===== config.mk =====
export PLATFORM = sky130hd
export DESIGN_NAME = seq_chunk_adder
export DESIGN_NICKNAME = d
export VERILOG_FILES = /design/src/rtl/seq_adder_pkg.sv /design/src/rtl/chunk_adder.sv /design/src/rtl/seq_chunk_adder.sv
export SDC_FILE = /design/constraint.sdc
export NUM_CORES = 1
export LEC_CHECK = 0
export ABC_CLOCK_PERIOD_IN_PS = 3260
export CAP_MARGIN = 5
export CORE_MARGIN = 8
export CORE_UTILIZATION = 25
export DETAILED_ROUTE_END_ITERATION = 16
export PLACE_DENSITY_LB_ADDON = 0.3
export SYNTH_ARGS = -nofsm -noshare
export SYNTH_HDL_FRONTEND = slang
export SYNTH_HIERARCHICAL = 1
export SYNTH_SLANG_ARGS = --single-unit

===== constraint.sdc =====
create_clock -name Clk -period 3.26 [get_ports Clk]
set_clock_uncertainty 0.15 [all_clocks]
set_input_delay 0.326 -clock Clk [delete_from_list [all_inputs] [get_ports Clk]]
set_output_delay 0.326 -clock Clk [all_outputs]
set_load 0.01 [all_outputs]

===== src/rtl/seq_adder_pkg.sv =====
// Shared state encoding and index-width helper for the chunked sequential adder.
// Pure declarations: no latency, no flow control.
package seq_adder_pkg;

  typedef enum logic [1:0] {
    ST_IDLE = 2'd0,
    ST_ADD  = 2'd1,
    ST_DONE = 2'd2
  } state_t;

  // Bits needed to count 0..n-1, never narrower than one bit.
  function automatic int idx_width(input int n);
    int w;
    w = 1;
    while ((1 << w) < n) w = w + 1;
    return w;
  endfunction

endpackage


===== src/rtl/chunk_adder.sv =====
// CHUNK-bit combinational adder slice with carry in/out.
// Zero latency; no flow control.
module chunk_adder #(
  parameter int CHUNK = 4
) (
  input  logic [CHUNK-1:0] a,
  input  logic [CHUNK-1:0] b,
  input  logic             ci,
  output logic [CHUNK-1:0] sum,
  output logic             co
);

  logic [CHUNK:0] total;

  assign total = {1'b0, a} + {1'b0, b} + {{CHUNK{1'b0}}, ci};
  assign sum   = total[CHUNK-1:0];
  assign co    = total[CHUNK];

endmodule


===== src/rtl/seq_chunk_adder.sv =====
// Multi-cycle WIDTH-bit add/subtract, CHUNK bits per clock through one shared slice.
// Latency NCHUNK edges after the Start edge, then a one-cycle Done; Start is ignored while Busy.
module seq_chunk_adder
  import seq_adder_pkg::*;
#(
  parameter int WIDTH = 16,
  parameter int CHUNK = 4
) (
  input  logic             Clk,
  input  logic             Rst,
  input  logic             Start,
  input  logic [WIDTH-1:0] A,
  input  logic [WIDTH-1:0] B,
  input  logic             Ci,
  input  logic             Sub,
  output logic [WIDTH-1:0] Sum,
  output logic             Co,
  output logic             Ovf,
  output logic             Busy,
  output logic             Done
);

  localparam int NCHUNK = WIDTH / CHUNK;
  localparam int IW     = idx_width(NCHUNK);
  localparam logic [IW-1:0] LAST = IW'(NCHUNK - 1);

  generate
    if (WIDTH < 1 || CHUNK < 1 || (WIDTH % CHUNK) != 0) begin : g_bad_params
      $error("seq_chunk_adder: CHUNK must be >= 1 and divide WIDTH");
    end
  endgenerate

  state_t           state;
  state_t           next_state;
  logic [IW-1:0]    idx;
  logic [WIDTH-1:0] a_q;
  logic [WIDTH-1:0] beff_q;
  logic [WIDTH-1:0] psum;
  logic             carry;
  logic             accept;
  logic             last_chunk;

  logic [CHUNK-1:0] c_sum;
  logic             c_co;
  logic [WIDTH-1:0] full_sum;

  chunk_adder #(.CHUNK(CHUNK)) u_chunk (
    .a   (a_q[idx*CHUNK +: CHUNK]),
    .b   (beff_q[idx*CHUNK +: CHUNK]),
    .ci  (carry),
    .sum (c_sum),
    .co  (c_co)
  );

  // Partial sum with the current chunk merged in; on the last chunk this is the full result.
  always_comb begin
    full_sum = psum;
    full_sum[idx*CHUNK +: CHUNK] = c_sum;
  end

  assign accept     = Start && (state == ST_IDLE || state == ST_DONE);
  assign last_chunk = (idx == LAST);

  always_ff @(posedge Clk or posedge Rst) begin
    if (Rst) state <= ST_IDLE;
    else     state <= next_state;
  end

  always_comb begin
    next_state = state;
    Busy       = 1'b0;
    Done       = 1'b0;
    case (state)
      ST_IDLE: begin
        if (Start) next_state = ST_ADD;
      end
      ST_ADD: begin
        Busy = 1'b1;
        if (last_chunk) next_state = ST_DONE;
      end
      ST_DONE: begin
        Done       = 1'b1;
        next_state = Start ? ST_ADD : ST_IDLE;
      end
      default: next_state = ST_IDLE;
    endcase
  end

  always_ff @(posedge Clk or posedge Rst) begin
    if (Rst) begin
      idx    <= '0;
      a_q    <= '0;
      beff_q <= '0;
      psum   <= '0;
      carry  <= 1'b0;
      Sum    <= '0;
      Co     <= 1'b0;
      Ovf    <= 1'b0;
    end else if (accept) begin
      idx    <= '0;
      a_q    <= A;
      beff_q <= Sub ? ~B : B;
      psum   <= '0;
      carry  <= Sub | Ci;
    end else if (state == ST_ADD) begin
      psum  <= full_sum;
      carry <= c_co;
      idx   <= idx + 1'b1;
      if (last_chunk) begin
        idx <= '0;
        Sum <= full_sum;
        Co  <= c_co;
        Ovf <= (a_q[WIDTH-1] == beff_q[WIDTH-1]) && (full_sum[WIDTH-1] != a_q[WIDTH-1]);
      end
    end
  end

endmodule


## Word-level counts from Yosys, hierarchy flattened

Cells that the tools add are included.

- Input port bits: 37
- Output and inout port bits: 20
- Word-level logic and storage cells: 49
- RAM bits: 0
- Flip-flop bits (word level): 71
- Memories kept: 0
- Bits in latches: 0
- ROM bits: 0

- Divide/modulo/power cells: 0
- Multipliers: 0
- Bitwise logic cells: 3
- Reductions and logical operators: 7
- $add $sub $neg: 4
- Shifts and indexed selects: 4
- $lt $le $gt $ge: 0
- Eq/ne operators: 7
- Muxes and demuxes: 15

Operators with widths:

| operator | count |
|---|---|
| $mux 16 | 3 |
| $neg 4->34 | 1 |
| $shift 4x34->16 const A | 1 |
| $shiftx 4x34->16 | 1 |
| $shiftx 16x5->4 | 2 |
| $bwmux 16 | 1 |
| $not 16->16 | 1 |
| $mux 2 | 5 |
| $pmux 2 s3 | 1 |
| $add 4x4->5 | 1 |
| $add 5x1->5 | 1 |
| $mux 1 | 5 |
| $eq 2x2->1 const B | 2 |
| $ne 2x2->1 const B | 2 |
| $reduce_and 3->1 | 1 |
| $add 2x1->2 const B | 1 |
| $eq 2x1->1 const B | 1 |
| $logic_and 1x1->1 | 2 |
| $logic_not 2->1 | 1 |
| $reduce_and 2->1 | 1 |
| $reduce_bool 2->1 | 1 |
| $eq 1x1->1 | 1 |
| $logic_or 1x1->1 | 1 |
| $ne 1x1->1 | 1 |
| 2 further kinds | 2 |

## Longest topological paths before layout

- Word-level depth: 7
- Mapped depth: 10
- Gate-level depth less buffers: 9

## By module

Netlist, hierarchy kept.

Modules (own cells, without submodules):

| module | cells an instance | sequential area each (µm²) | area an instance (µm²) | instances |
|---|---|---|---|---|
| seq_chunk_adder | 317 | 1776.7 | 3290.7 | 1 |
| chunk_adder | 16 | 0.0 | 143.9 | 1 |

## Worst setup path after synthesis

OpenSTA, ideal clock, no wires.

- Kind: register to register
- From: reg idx[0]
- To: reg Ovf
- Clock period less this slack: 3.228 ns
- Path buffers: 1
- Setup slack: 0.032 ns
- Cell stages (with the launch flop): 11
- Arrival: 2.998 ns
- Library setup time: 0.079 ns
- Data required time: 3.031 ns
- Cell sequence: dfrtp_1 > buf_2 > mux4_2 > fa_1 > a21o_1 > a21oi_2 > xnor2_1 > nand4b_1 > a2bb2oi_1 > or3_1 > a2bb2oi_1

- Cells in the longest elaborated chain, start to end: 7
- Elaborated cells on any way between the ends: 12
- Classes of those cells: add/sub (3); eq/ne (2); shift (4); mux (1); reduce/logical (2)

RTL lines:

| what | line | RTL |
|---|---|---|
| start, declared | seq_chunk_adder.sv:35 | `logic [IW-1:0] idx;` |
| start signal, assigned | seq_chunk_adder.sv:108 | `idx <= idx + 1'b1;` |
| $shiftx 16x5->4, on equally long branches | seq_chunk_adder.sv:48, seq_chunk_adder.sv:49 |  |
| $add 4x4->5 (*) | chunk_adder.sv:15 | `assign total = {1'b0, a} + {1'b0, b} + {{CHUNK{1'b0}}, ci};` |
| $add 5x1->5 (*) | chunk_adder.sv:15 |  |
| net c_sum[3] | seq_chunk_adder.sv:43 | `logic [CHUNK-1:0] c_sum;` |
| $shiftx 4x34->16 (*) | seq_chunk_adder.sv:58 | `full_sum[idx*CHUNK +: CHUNK] = c_sum;` |
| $bwmux 16 (*) | seq_chunk_adder.sv:58 |  |
| $ne 1x1->1 (*) | seq_chunk_adder.sv:113 | `Ovf <= (a_q[WIDTH-1] == beff_q[WIDTH-1]) && (full_sum[WIDTH-1] != a_q[WIDTH-1]);` |
| $logic_and 1x1->1 (*) | seq_chunk_adder.sv:113 |  |
| end signal, assigned | seq_chunk_adder.sv:113 |  |
| end, declared | seq_chunk_adder.sv:18 | `output logic Ovf,` |

The timed path passes the listed nets; every way through them passes the cells marked *.
A chain may end at the register's enable or synchronous reset.

## Worst setup path in the final report

Same ends and word-level chain as after synthesis.

==> flow_metrics.env <==
export IMPL_outcome="finished clean"
export IMPL_syn_inst=333
export IMPL_globalplace_congestion=0.7495
export IMPL_fin_crit_ns=2.999
export IMPL_maxSlewHeadroom=0.4054
export IMPL_end_kind="flop"
export IMPL_dieHeight_um=133.2
export IMPL_worstPathArrival_ns=3.09
export IMPL_avgSynthCellArea_um2=10.31
export IMPL_worst_ep_required_time_ns=3.35
export IMPL_reg2reg_from="idx[0]"
export IMPL_track_usage=0.09498
export IMPL_cts_tree="yes"
export IMPL_initial_core_util=0.2513
export IMPL_cts_buffers=9
export IMPL_synthFlopType="dfrtp_1"
export IMPL_drc=0
export IMPL_post_dp_cell_area_um2=4213
export IMPL_ys_warn_count=6
export IMPL_post_drt_wl_per_cell_um=13.91
export IMPL_rsz0062_at_grt="no"
export IMPL_ir_drop_mv=0.5441
export IMPL_num_rows=43
export IMPL_cts_sinks=71
export IMPL_rrSetupSlack_ns=0.26
export IMPL_dieWidth_um=133.2
export IMPL_die_area_um2=17740
export IMPL_multiInputGateArea_um2=1525
export IMPL_cp_max_fo=4
export IMPL_cts_clk_slew_worst_paths_ns=0.05
export IMPL_drive_gt1_frac=0.09669
export IMPL_grt_pass1_vias=2602
export IMPL_reg2reg_depth=9
export IMPL_fin_area_um2=4479
export IMPL_drt_pass1_iter_count=4
export IMPL_final_setup_tns_ns=0
export IMPL_grt_max_degree=50
export IMPL_viasPerCell=4.311
export IMPL_nFillCells=1465
export IMPL_vias=2470
export IMPL_h_tree_depth=3
export IMPL_fin_nets=437
export IMPL_leakagePower_nw=1.931
export IMPL_first_iter_violations=143
export IMPL_fin_crit_sh=0.9198
export IMPL_grt_pass1_wl_mm=13.45
export IMPL_io_pins=57
export IMPL_clk_latency_ns=0.33
export IMPL_areaGrowthSynthToFinish_pct=30.42
export IMPL_ys_async_sr_fraction=1.000
export IMPL_timing_rr_end="Ovf"
export IMPL_power_density_nw_per_um2=1067
export IMPL_cts_root_buf="clkbuf_16"
export IMPL_path_class="reg -> reg"
export IMPL_setup_viol=0
export IMPL_cts_resized=0
export IMPL_cts_setup_buffers=0
export IMPL_ys_seq_elements=71
export IMPL_startpoint_type="flop"
export IMPL_max_slew_worst_pin_slew_ns=0.8892
export IMPL_core_um2=13670
export IMPL_holdBufCountCts=0
export IMPL_maxCapViolations=0
export IMPL_final_hold_violation_count=0
export IMPL_wl_mm=7.972
export IMPL_fmax_mhz=333.5
export IMPL_synth_edf_count=0
export IMPL_antenna_found_initial=0
export IMPL_hold_class="in -> async"
export IMPL_synth_cell_types=29
export IMPL_cts_buffer_depth=2
export IMPL_antenna_cells=0
export IMPL_syn_area_um2=3435
export IMPL_final_max_slew_viol_count=0
export IMPL_portBuffers=56
export IMPL_yosysSeqAreaShare=0.5173
export IMPL_antenna_left=0
export IMPL_gr_total_overflow=0
export IMPL_regArea_um2=1777
export IMPL_dp_hpwl_mm=6.041
export IMPL_synth_fp_nets=381
[area by class of cell]
class	count	share of cell area
Tap cell	180	0.05028
Sequential cell	71	0.3966
Timing Repair Buffer	66	0.1447
Clock buffer	12	0.05503
Multi-Input combinational cell	231	0.3405
Inverter	10	0.008380
Clock inverter	3	0.004469
[cells in the final DEF, fill, tap and decap left out, drive strengths merged]
cell type and n:
nor2 2, nand3 1, nor2b 15, a31oi 1, clkdlybuf4s50 56, nand2 88
nor4 1, nand2b 3, xnor2 18, inv 10, ha 9, or3 2
fa 2, a2bb2oi 2, buf 10, nor3 2, dfrtp 71, clkinv 1
clkinvlp 2, o21ai 40, mux2 1, mux4 8, a21oi 15, a22oi 3
clkbuf 12, and4 1, a32o 15, nand4b 1, a21o 1
[per-layer routing]
layer  global-route usage  up-vias  part of all wire  wire length [um]
met5                    0        -                 0                 0
met4              0.02870        0             0.014               114
met3              0.03238       11             0.057               455
met2               0.1510       54              0.47              3762
met1               0.1192     1157              0.46              3639
li1                     -     1248                 -                 -
[critical path, stage by stage, from the launching register on]
cell       delay (ns)
dfrtp_1          0.45
mux4_2           0.57
fa_1             0.45
a21o_1           0.20
a21oi_2          0.15
xnor2_1          0.15
nand4b_1         0.12
a2bb2oi_1        0.19
or3_1            0.33
a2bb2oi_1        0.17
[kinds of logic after synthesis]
logic type               after synthesis  synth area share
AO/OA/AOI/OAI                         77            0.1406
AND/OR/NAND/NOR                      116            0.1574
buffers and inverters                 31           0.03862
XOR/XNOR                              18           0.04590
multiplexers                           9           0.05574
adder cells (fa/ha/maj)               11           0.04445
flip-flops                            71            0.5173
[through the flow]
stage | setup slack, ns | utilization | hold WS, ns | instances | power (mW)
CTS | 0.2319 | 0.3278 | 0.3316 | 573 | 4.848
global placement | 0.3657 | 0.3083 | 0.3123 | 558 | 3.924
global route | 0.1629 | 0.3278 | 0.3435 | 573 | 5.193
detailed placement | 0.2490 | 0.3083 | 0.3187 | 558 | 3.961
floorplan | 0.03224 | - | 0.2814 | 333 | 3.033
finish | 0.2614 | 0.3278 | 0.3170 | 573 | 4.781
[sequential cells by signal, indices dropped and copies added, names as in the netlist]
signal / cells
idx: 2
Ovf: 1
psum: 16
beff_q: 16
Co: 1
Sum: 16
state: 2
carry: 1
a_q: 16
[how the worst max path moves through the flow]
stage | from | end | slack [ns] | cells after the start
2_1_floorplan | idx[0] | Ovf | 0.03 | 10
3_3_place_gp | idx[0] | Ovf | 0.37 | 9
3_5_place_dp | idx[0] | Ovf | 0.25 | 9
4_1_cts | idx[0] | Ovf | 0.23 | 9
5_1_grt | idx[0] | Ovf | 0.16 | 9
6_report | idx[0] | Ovf | 0.26 | 9
[power breakdown]
part / internal (mW) / switching (mW) / total (mW)
registers: 1.26 / 0.237 / 1.49
clock network: 0.530 / 0.341 / 0.871
logic: 1.03 / 1.39 / 2.42
[cells in the mapped netlist (all sizes together), types with 2 or more instances]
cell type	number	area [um2]
nor2b	15	93.84
a32o	15	150.1
ha	9	112.6
xnor2	18	157.7
clkbuf	7	27.52
nand2	88	330.3
nor3	2	32.53
fa	2	40.04
inv	10	37.54
nand2b	3	18.77
a21oi	15	78.83
mux4	8	180.2
buf	14	67.57
o21ai	40	200.2
a2bb2oi	2	17.52
nor2	2	7.510
dfrtp	71	1777
a22oi	3	22.52
or3	2	12.51
(Power assumes the default switching activity.)
